File: config.mk
export PLATFORM = sky130hd
export DESIGN_NAME = mem_wb_stage_reg_p_flat
export DESIGN_NICKNAME = d
export VERILOG_FILES = /design/src/rtl/mem_wb_stage_reg_p_if.sv /design/src/rtl/mem_wb_stage_reg_p.sv /design/src/flat_wrapper.sv
export SDC_FILE = /design/constraint.sdc
export NUM_CORES = 1
export LEC_CHECK = 0
export ABC_AREA = 1
export BUFFER_PORTS_ARGS = -buffer_cell sky130_fd_sc_hd__buf_2
export CAP_MARGIN = 20
export CORE_MARGIN = 2
export CORE_UTILIZATION = 42
export CTS_CLUSTER_DIAMETER = 60
export CTS_CLUSTER_SIZE = 28
export DETAILED_ROUTE_END_ITERATION = 8
export HOLD_SLACK_MARGIN = 0.03
export PLACE_DENSITY = 0.77
export SYNTH_ARGS = -nofsm -noshare
export SYNTH_HDL_FRONTEND = slang
export SYNTH_SLANG_ARGS = --single-unit
File: constraint.sdc
create_clock -name clock -period 1.3 [get_ports clock]
set_input_delay 0.26 -clock clock [delete_from_list [all_inputs] [get_ports clock]]
set_output_delay 0.26 -clock clock [all_outputs]
set_load 0.05 [all_outputs]
File: src/rtl/mem_wb_stage_reg_p_if.sv
// MEM->WB stage bus: upstream payload/exception sources, stall control, and registered WB-side outputs.
interface mem_wb_stage_reg_p_if #(
  parameter int unsigned DATA_W  = 64,
  parameter int unsigned PC_W    = 32,
  parameter int unsigned ADDR_W  = 32,
  parameter int unsigned N_EXC   = 2,
  parameter int unsigned CAUSE_W = 1,
  parameter int unsigned CNT_W   = 16
);
  logic                    in_valid;
  logic [DATA_W-1:0]       in_data;
  logic [PC_W-1:0]         in_pc;
  logic [N_EXC-1:0]        in_exc_vec;
  logic [N_EXC*ADDR_W-1:0] in_exc_addr;
  logic                    stall;
  logic                    flush;
  logic                    exc_ack;

  logic                    out_valid;
  logic [DATA_W-1:0]       out_data;
  logic [PC_W-1:0]         out_pc;
  logic                    out_exception;
  logic [CAUSE_W-1:0]      out_cause;
  logic [ADDR_W-1:0]       out_fault_addr;
  logic                    exc_pending;
  logic [CNT_W-1:0]        stall_count;

  modport master (
    output in_valid, in_data, in_pc, in_exc_vec, in_exc_addr, stall, flush, exc_ack,
    input  out_valid, out_data, out_pc, out_exception, out_cause, out_fault_addr,
           exc_pending, stall_count
  );

  modport slave (
    input  in_valid, in_data, in_pc, in_exc_vec, in_exc_addr, stall, flush, exc_ack,
    output out_valid, out_data, out_pc, out_exception, out_cause, out_fault_addr,
           exc_pending, stall_count
  );
endinterface

File: src/rtl/mem_wb_stage_reg_p.sv
// Parametrised MEM->WB pipeline register with prioritised exception merge and
// squash-until-ack behaviour; stall > flush > capture on every edge.
module mem_wb_stage_reg_p #(
  parameter int unsigned DATA_W  = 64,
  parameter int unsigned PC_W    = 32,
  parameter int unsigned ADDR_W  = 32,
  parameter int unsigned N_EXC   = 2,
  parameter int unsigned CAUSE_W = 1,
  parameter int unsigned CNT_W   = 16
) (
  input logic                clock,
  input logic                reset_n,
  mem_wb_stage_reg_p_if.slave bus
);

  localparam logic [CNT_W-1:0] CNT_MAX = {CNT_W{1'b1}};

  typedef enum logic {
    RUN      = 1'b0,
    HOLD_EXC = 1'b1
  } state_t;

  state_t             state;
  logic               valid_q;
  logic [DATA_W-1:0]  data_q;
  logic [PC_W-1:0]    pc_q;
  logic               exc_q;
  logic [CAUSE_W-1:0] cause_q;
  logic [ADDR_W-1:0]  fault_addr_q;
  logic [CNT_W-1:0]   stall_cnt_q;

  logic               exc_any_c;
  logic [CAUSE_W-1:0] win_cause_c;
  logic [ADDR_W-1:0]  win_addr_c;

  // Priority encoder: walk from highest index down so the lowest set source wins.
  always_comb begin
    exc_any_c   = |bus.in_exc_vec;
    win_cause_c = '0;
    win_addr_c  = '0;
    for (int i = int'(N_EXC) - 1; i >= 0; i--) begin
      if (bus.in_exc_vec[i]) begin
        win_cause_c = CAUSE_W'(i);
        win_addr_c  = bus.in_exc_addr[i*ADDR_W +: ADDR_W];
      end
    end
  end

  always_ff @(posedge clock or negedge reset_n) begin
    if (!reset_n) begin
      state        <= RUN;
      valid_q      <= 1'b0;
      data_q       <= '0;
      pc_q         <= '0;
      exc_q        <= 1'b0;
      cause_q      <= '0;
      fault_addr_q <= '0;
      stall_cnt_q  <= '0;
    end else if (bus.stall) begin
      // Everything holds, including state; only the stall counter moves.
      if (stall_cnt_q != CNT_MAX) begin
        stall_cnt_q <= stall_cnt_q + CNT_W'(1);
      end
    end else if (bus.flush) begin
      valid_q      <= 1'b0;
      data_q       <= '0;
      pc_q         <= '0;
      exc_q        <= 1'b0;
      cause_q      <= '0;
      fault_addr_q <= '0;
    end else begin
      data_q <= bus.in_data;
      pc_q   <= bus.in_pc;
      case (state)
        RUN: begin
          if (bus.in_valid && exc_any_c) begin
            valid_q      <= 1'b1;
            exc_q        <= 1'b1;
            cause_q      <= win_cause_c;
            fault_addr_q <= win_addr_c;
            state        <= HOLD_EXC;
          end else begin
            valid_q      <= bus.in_valid;
            exc_q        <= 1'b0;
            cause_q      <= '0;
            fault_addr_q <= '0;
          end
        end
        HOLD_EXC: begin
          // Younger instructions are squashed, including the one captured on the ack edge.
          valid_q      <= 1'b0;
          exc_q        <= 1'b0;
          cause_q      <= '0;
          fault_addr_q <= '0;
          if (bus.exc_ack) begin
            state <= RUN;
          end
        end
        default: begin
          state <= RUN;
        end
      endcase
    end
  end

  assign bus.out_valid      = valid_q;
  assign bus.out_data       = data_q;
  assign bus.out_pc         = pc_q;
  assign bus.out_exception  = exc_q;
  assign bus.out_cause      = cause_q;
  assign bus.out_fault_addr = fault_addr_q;
  assign bus.exc_pending    = (state == HOLD_EXC);
  assign bus.stall_count    = stall_cnt_q;

endmodule

File: src/flat_wrapper.sv
// flat-port wrapper written by rule: the top's interface ports become plain ports
module mem_wb_stage_reg_p_flat 
#(
  parameter int unsigned DATA_W  = 64,
  parameter int unsigned PC_W    = 32,
  parameter int unsigned ADDR_W  = 32,
  parameter int unsigned N_EXC   = 2,
  parameter int unsigned CAUSE_W = 1,
  parameter int unsigned CNT_W   = 16
)
  (clock, reset_n, bus_in_valid, bus_in_data, bus_in_pc, bus_in_exc_vec, bus_in_exc_addr, bus_stall, bus_flush, bus_exc_ack, bus_out_valid, bus_out_data, bus_out_pc, bus_out_exception, bus_out_cause, bus_out_fault_addr, bus_exc_pending, bus_stall_count);
  mem_wb_stage_reg_p_if #(.DATA_W(DATA_W), .PC_W(PC_W), .ADDR_W(ADDR_W), .N_EXC(N_EXC), .CAUSE_W(CAUSE_W), .CNT_W(CNT_W)) bus_i ();
  input logic clock;
  input logic reset_n;
  input wire logic [$bits(bus_i.in_valid)-1:0] bus_in_valid;
  input wire logic [$bits(bus_i.in_data)-1:0] bus_in_data;
  input wire logic [$bits(bus_i.in_pc)-1:0] bus_in_pc;
  input wire logic [$bits(bus_i.in_exc_vec)-1:0] bus_in_exc_vec;
  input wire logic [$bits(bus_i.in_exc_addr)-1:0] bus_in_exc_addr;
  input wire logic [$bits(bus_i.stall)-1:0] bus_stall;
  input wire logic [$bits(bus_i.flush)-1:0] bus_flush;
  input wire logic [$bits(bus_i.exc_ack)-1:0] bus_exc_ack;
  output wire logic [$bits(bus_i.out_valid)-1:0] bus_out_valid;
  output wire logic [$bits(bus_i.out_data)-1:0] bus_out_data;
  output wire logic [$bits(bus_i.out_pc)-1:0] bus_out_pc;
  output wire logic [$bits(bus_i.out_exception)-1:0] bus_out_exception;
  output wire logic [$bits(bus_i.out_cause)-1:0] bus_out_cause;
  output wire logic [$bits(bus_i.out_fault_addr)-1:0] bus_out_fault_addr;
  output wire logic [$bits(bus_i.exc_pending)-1:0] bus_exc_pending;
  output wire logic [$bits(bus_i.stall_count)-1:0] bus_stall_count;
  assign bus_i.in_valid = bus_in_valid;
  assign bus_i.in_data = bus_in_data;
  assign bus_i.in_pc = bus_in_pc;
  assign bus_i.in_exc_vec = bus_in_exc_vec;
  assign bus_i.in_exc_addr = bus_in_exc_addr;
  assign bus_i.stall = bus_stall;
  assign bus_i.flush = bus_flush;
  assign bus_i.exc_ack = bus_exc_ack;
  assign bus_out_valid = bus_i.out_valid;
  assign bus_out_data = bus_i.out_data;
  assign bus_out_pc = bus_i.out_pc;
  assign bus_out_exception = bus_i.out_exception;
  assign bus_out_cause = bus_i.out_cause;
  assign bus_out_fault_addr = bus_i.out_fault_addr;
  assign bus_exc_pending = bus_i.exc_pending;
  assign bus_stall_count = bus_i.stall_count;
  mem_wb_stage_reg_p #(.DATA_W(DATA_W), .PC_W(PC_W), .ADDR_W(ADDR_W), .N_EXC(N_EXC), .CAUSE_W(CAUSE_W), .CNT_W(CNT_W)) u_core (.clock(clock), .reset_n(reset_n), .bus(bus_i));
endmodule
==> impl_results.md <==
- Core Region: roughly 15000 µm²
- Synth unique cells: 28
- Top FF cell, synth: dfrtp_1
- Post-synthesis async set-or-reset flop share: 100%
- Pin count of the biggest net entering global routing: 75
- Status: complete, but fails checks
- Startpoint Class: flip-flop
- First-pass GRT wire length: 31700 µm
- Gp weighted congestion: about 0.91
- # setup viols final: 31
- Total GRT Usage: about a quarter
- Post-Layout Inst Area: 10100 µm²
- Fin. max-slew vios: 0
- Net Count, Synth: roughly 890
- Worst endpoint data arrival time: around 1800 ps
- Initial antenna violation count: 2
- R2R Setup Slk: -150 ps
- WS Path Type: flip-flop to flip-flop
- Warnings, synthesis: 0
- Register area: around 3700 µm²
- DRT iter0 DRCs: 508
- Commonest non-fill, non-tap cell in the layout: nand2_1
- H-tree levels: 4
- Final setup margin: -148 ps
- Maxcap violations: 0
- Worst r2r path cells: 8
- Final net count: 1249
- CTS buffer count: 17
- Post-DP HPWL: 14300 µm
- R2r startpoint: u_core.bus.stall_count[12]$_DFFE_PN0P_
- Detailed Route WL: roughly 21000 µm
- Syn avg cell area: around 9.0 µm²
- Post-synth EDFFs: 0
- Clk root buf: clkbuf_16
- Clock sinks: between 100 and 150
- Share of cells above drive strength 1: between 40 and 50%
- Post-Synthesis Cells: 716
- DIE WIDTH: 128 µm
- Min cycle time layout: 1450 ps
- # port buffers: 315
- Total power divided by cell area: between 1000 and 1500 nW/µm²
- Worst-path fanout max: 5
- Crit path to: u_core.bus.stall_count[3]$_DFFE_PN0P_
- WL per Instance: 16.2 µm
- Sequential area share after synthesis: about 58%
- Cell area after placement: 8530 µm²
- Avg Vias per Cell: approximately 4.9
- CP required: 1610 ps
- Setup crit start: u_core.bus.stall_count[12]$_DFFE_PN0P_
- Clock Skew: 7.77 ps
- Initial Util: about 43%
- Capturing point of the worst reg2reg path: u_core.bus.stall_count[3]$_DFFE_PN0P_
- Multi-input logic area: approximately 2200 µm²
- Final hold vios: 0
- Latest clock arrival within the worst-skew pair: between 400 and 500 ps
- Final cell count without fillers: ~1300
- Fill cell count: around 1100
- #FFs+latches synth: between 100 and 150
- Die Ht: ~130 µm
- Leakage power: between 5 and 6 nW
- Maximum VDD drop: about 900 µV
- RSZ-0062 raised after global routing: true
- Vias in the first global route: about 6000
- Post-route DRC: 0
- Reg clk slew, reported paths: 60 ps
- CTS tree: built
- F_max: about 0.69 GHz
- Max-slew headroom: about three quarters
- Routed vias: between 6000 and 7000
- Final antenna-violating net count: 0
- Row count: 45
- Max clock buf depth: 2
- Worst-Margin Slew: between 300 and 400 ps
- Final Cycle Share: 111%
- Crit. End Element: flip-flop
- Cell Area, Synth: about 6400 µm²
- Total gr overflow: 0
- Failing checks: negative setup slack
- Hold crit path type: input pin to flip-flop
- I/O pin cnt: between 300 and 400
- Min-delay src: bus_in_pc[20]
- DRT Pass-1 Iters: 5
- DP Cell Count: between 1000 and 1500
- Most frequent cells in the layout: 185 x nand2_1, 166 x buf_2, 139 x buf_4
- Die area: around 16000 µm²
- Area Overhead vs Synth: 57.0%
[repair_timing]
| item | in CTS | in global routing |
|---|---|---|
| gates resized for setup | 197 | 64 |
| gates cloned | 0 | 1 |
| buffers inserted | 16 | 7 |
| hold buffers | 1 | 0 |
| pin swaps | 3 | 14 |
| hold endpoints to repair | 44 | 0 |
| endpoints found under the setup margin | 150 | 76 |
[final cells by class]
cell class | count | area share, %
diodes | 2 | 0.0497
well taps | 188 | 2.34
flip-flops and latches | 148 | 37.0
multi-input cells | 413 | 22.1
inverters | 118 | 4.40
clock inverters | 11 | 1.29
repair buffers | 382 | 28.4
clock buffers | 20 | 4.43
[worst min path at each step]
stage | to | cells after the start
floorplan | u_core.bus.exc_pending$_DFFE_PN0P_ | 0
global placement | u_core.bus.out_exception$_DFFE_PN0N_ | 1
detailed placement | u_core.bus.out_exception$_DFFE_PN0N_ | 1
CTS | u_core.bus.out_pc[11]$_DFFE_PN0N_ | 3
global route | u_core.bus.out_pc[11]$_DFFE_PN0N_ | 3
finish | u_core.bus.out_pc[20]$_DFFE_PN0N_ | 3
[per-stage QoR]
step | utilization (%) | power, W | setup slack, ps | hold slack, ps | setup TNS [ps]
floorplan | - | 0.00723 | -116 | -35.6 | -1500
global placement | 56.8 | 0.00827 | -4.61 | 178 | -7.44
detailed placement | 56.8 | 0.00831 | -29.7 | 174 | -221
CTS | 65.2 | 0.0135 | -77.8 | 58.2 | -1230
global route | 67.0 | 0.0142 | -197 | 67.5 | -3820
finish | 67.0 | 0.0137 | -148 | 79.3 | -2210
[logic make-up (layout without fill, tap and decap cells)]
| group | count (synthesis) | count (layout) | synth area share (%) |
|---|---|---|---|
| adders and majority gates | 1 | 1 | 0.195 |
| other | 0 | 2 | 0 |
| xor gates and xnor gates | 3 | 3 | 0.410 |
| and+or+nand+nor | 243 | 243 | 15.5 |
| AOI/OAI and AO/OA | 166 | 166 | 16.1 |
| DFF | 148 | 148 | 57.7 |
| buffers and inverters | 155 | 531 | 10.0 |
[flip-flops by register name (all words and copies together) (netlist names)]
register,flops
u_core.bus.out_cause,1
u_core.bus.out_exception,1
u_core.bus.exc_pending,1
u_core.bus.stall_count,16
u_core.bus.out_fault_addr,32
u_core.bus.out_pc,32
u_core.bus.out_data,64
u_core.bus.out_valid,1
[power breakdown]
part | internal (W) | switching, W | total [W]
clock | 0.00287 | 0.00191 | 0.00478
sequential | 0.00498 | 0.000325 | 0.00530
combinational | 0.00132 | 0.00230 | 0.00361
[cells in the mapped netlist (2+ instances only)]
| cell type | number | area, µm² |
|---|---|---|
| nand2_1 | 198 | 743 |
| dfrtp_1 | 148 | 3700 |
| inv_1 | 117 | 439 |
| o21ai_0 | 97 | 485 |
| a22oi_1 | 32 | 240 |
| o21ai_2 | 30 | 263 |
| clkbuf_1 | 23 | 86.3 |
| nor2_1 | 16 | 60.1 |
| nand3_1 | 8 | 40.0 |
| buf_6 | 7 | 78.8 |
| nand4_1 | 7 | 43.8 |
| buf_2 | 6 | 30.0 |
| o21ai_1 | 5 | 25.0 |
| nand3b_1 | 4 | 30.0 |
| nor2_2 | 3 | 18.8 |
| nand3_2 | 2 | 20.0 |
| xnor2_1 | 2 | 17.5 |
[per-layer routing]
| metal | part of all wire, % | up-vias | track usage (%) | wire length (µm) |
|---|---|---|---|---|
| li1 | - | 2987 | - | - |
| met1 | 40 | 3010 | 31.5 | 8190 |
| met2 | 51 | 262 | 41.4 | 10500 |
| met3 | 7.5 | 39 | 7.08 | 1560 |
| met4 | 2.2 | 0 | 8.86 | 457 |
| met5 | 0 | - | 0 | 0 |
[critical path, stage by stage (launching register included)]
cell and delay, ps:
dfrtp_2 420, nand2_1 130, nor2_1 210, nand2_1 130
nor2_2 120, nor2_2 70, buf_6 130, nand2_4 50
o21ai_2 60
(Power assumes the default switching activity.)
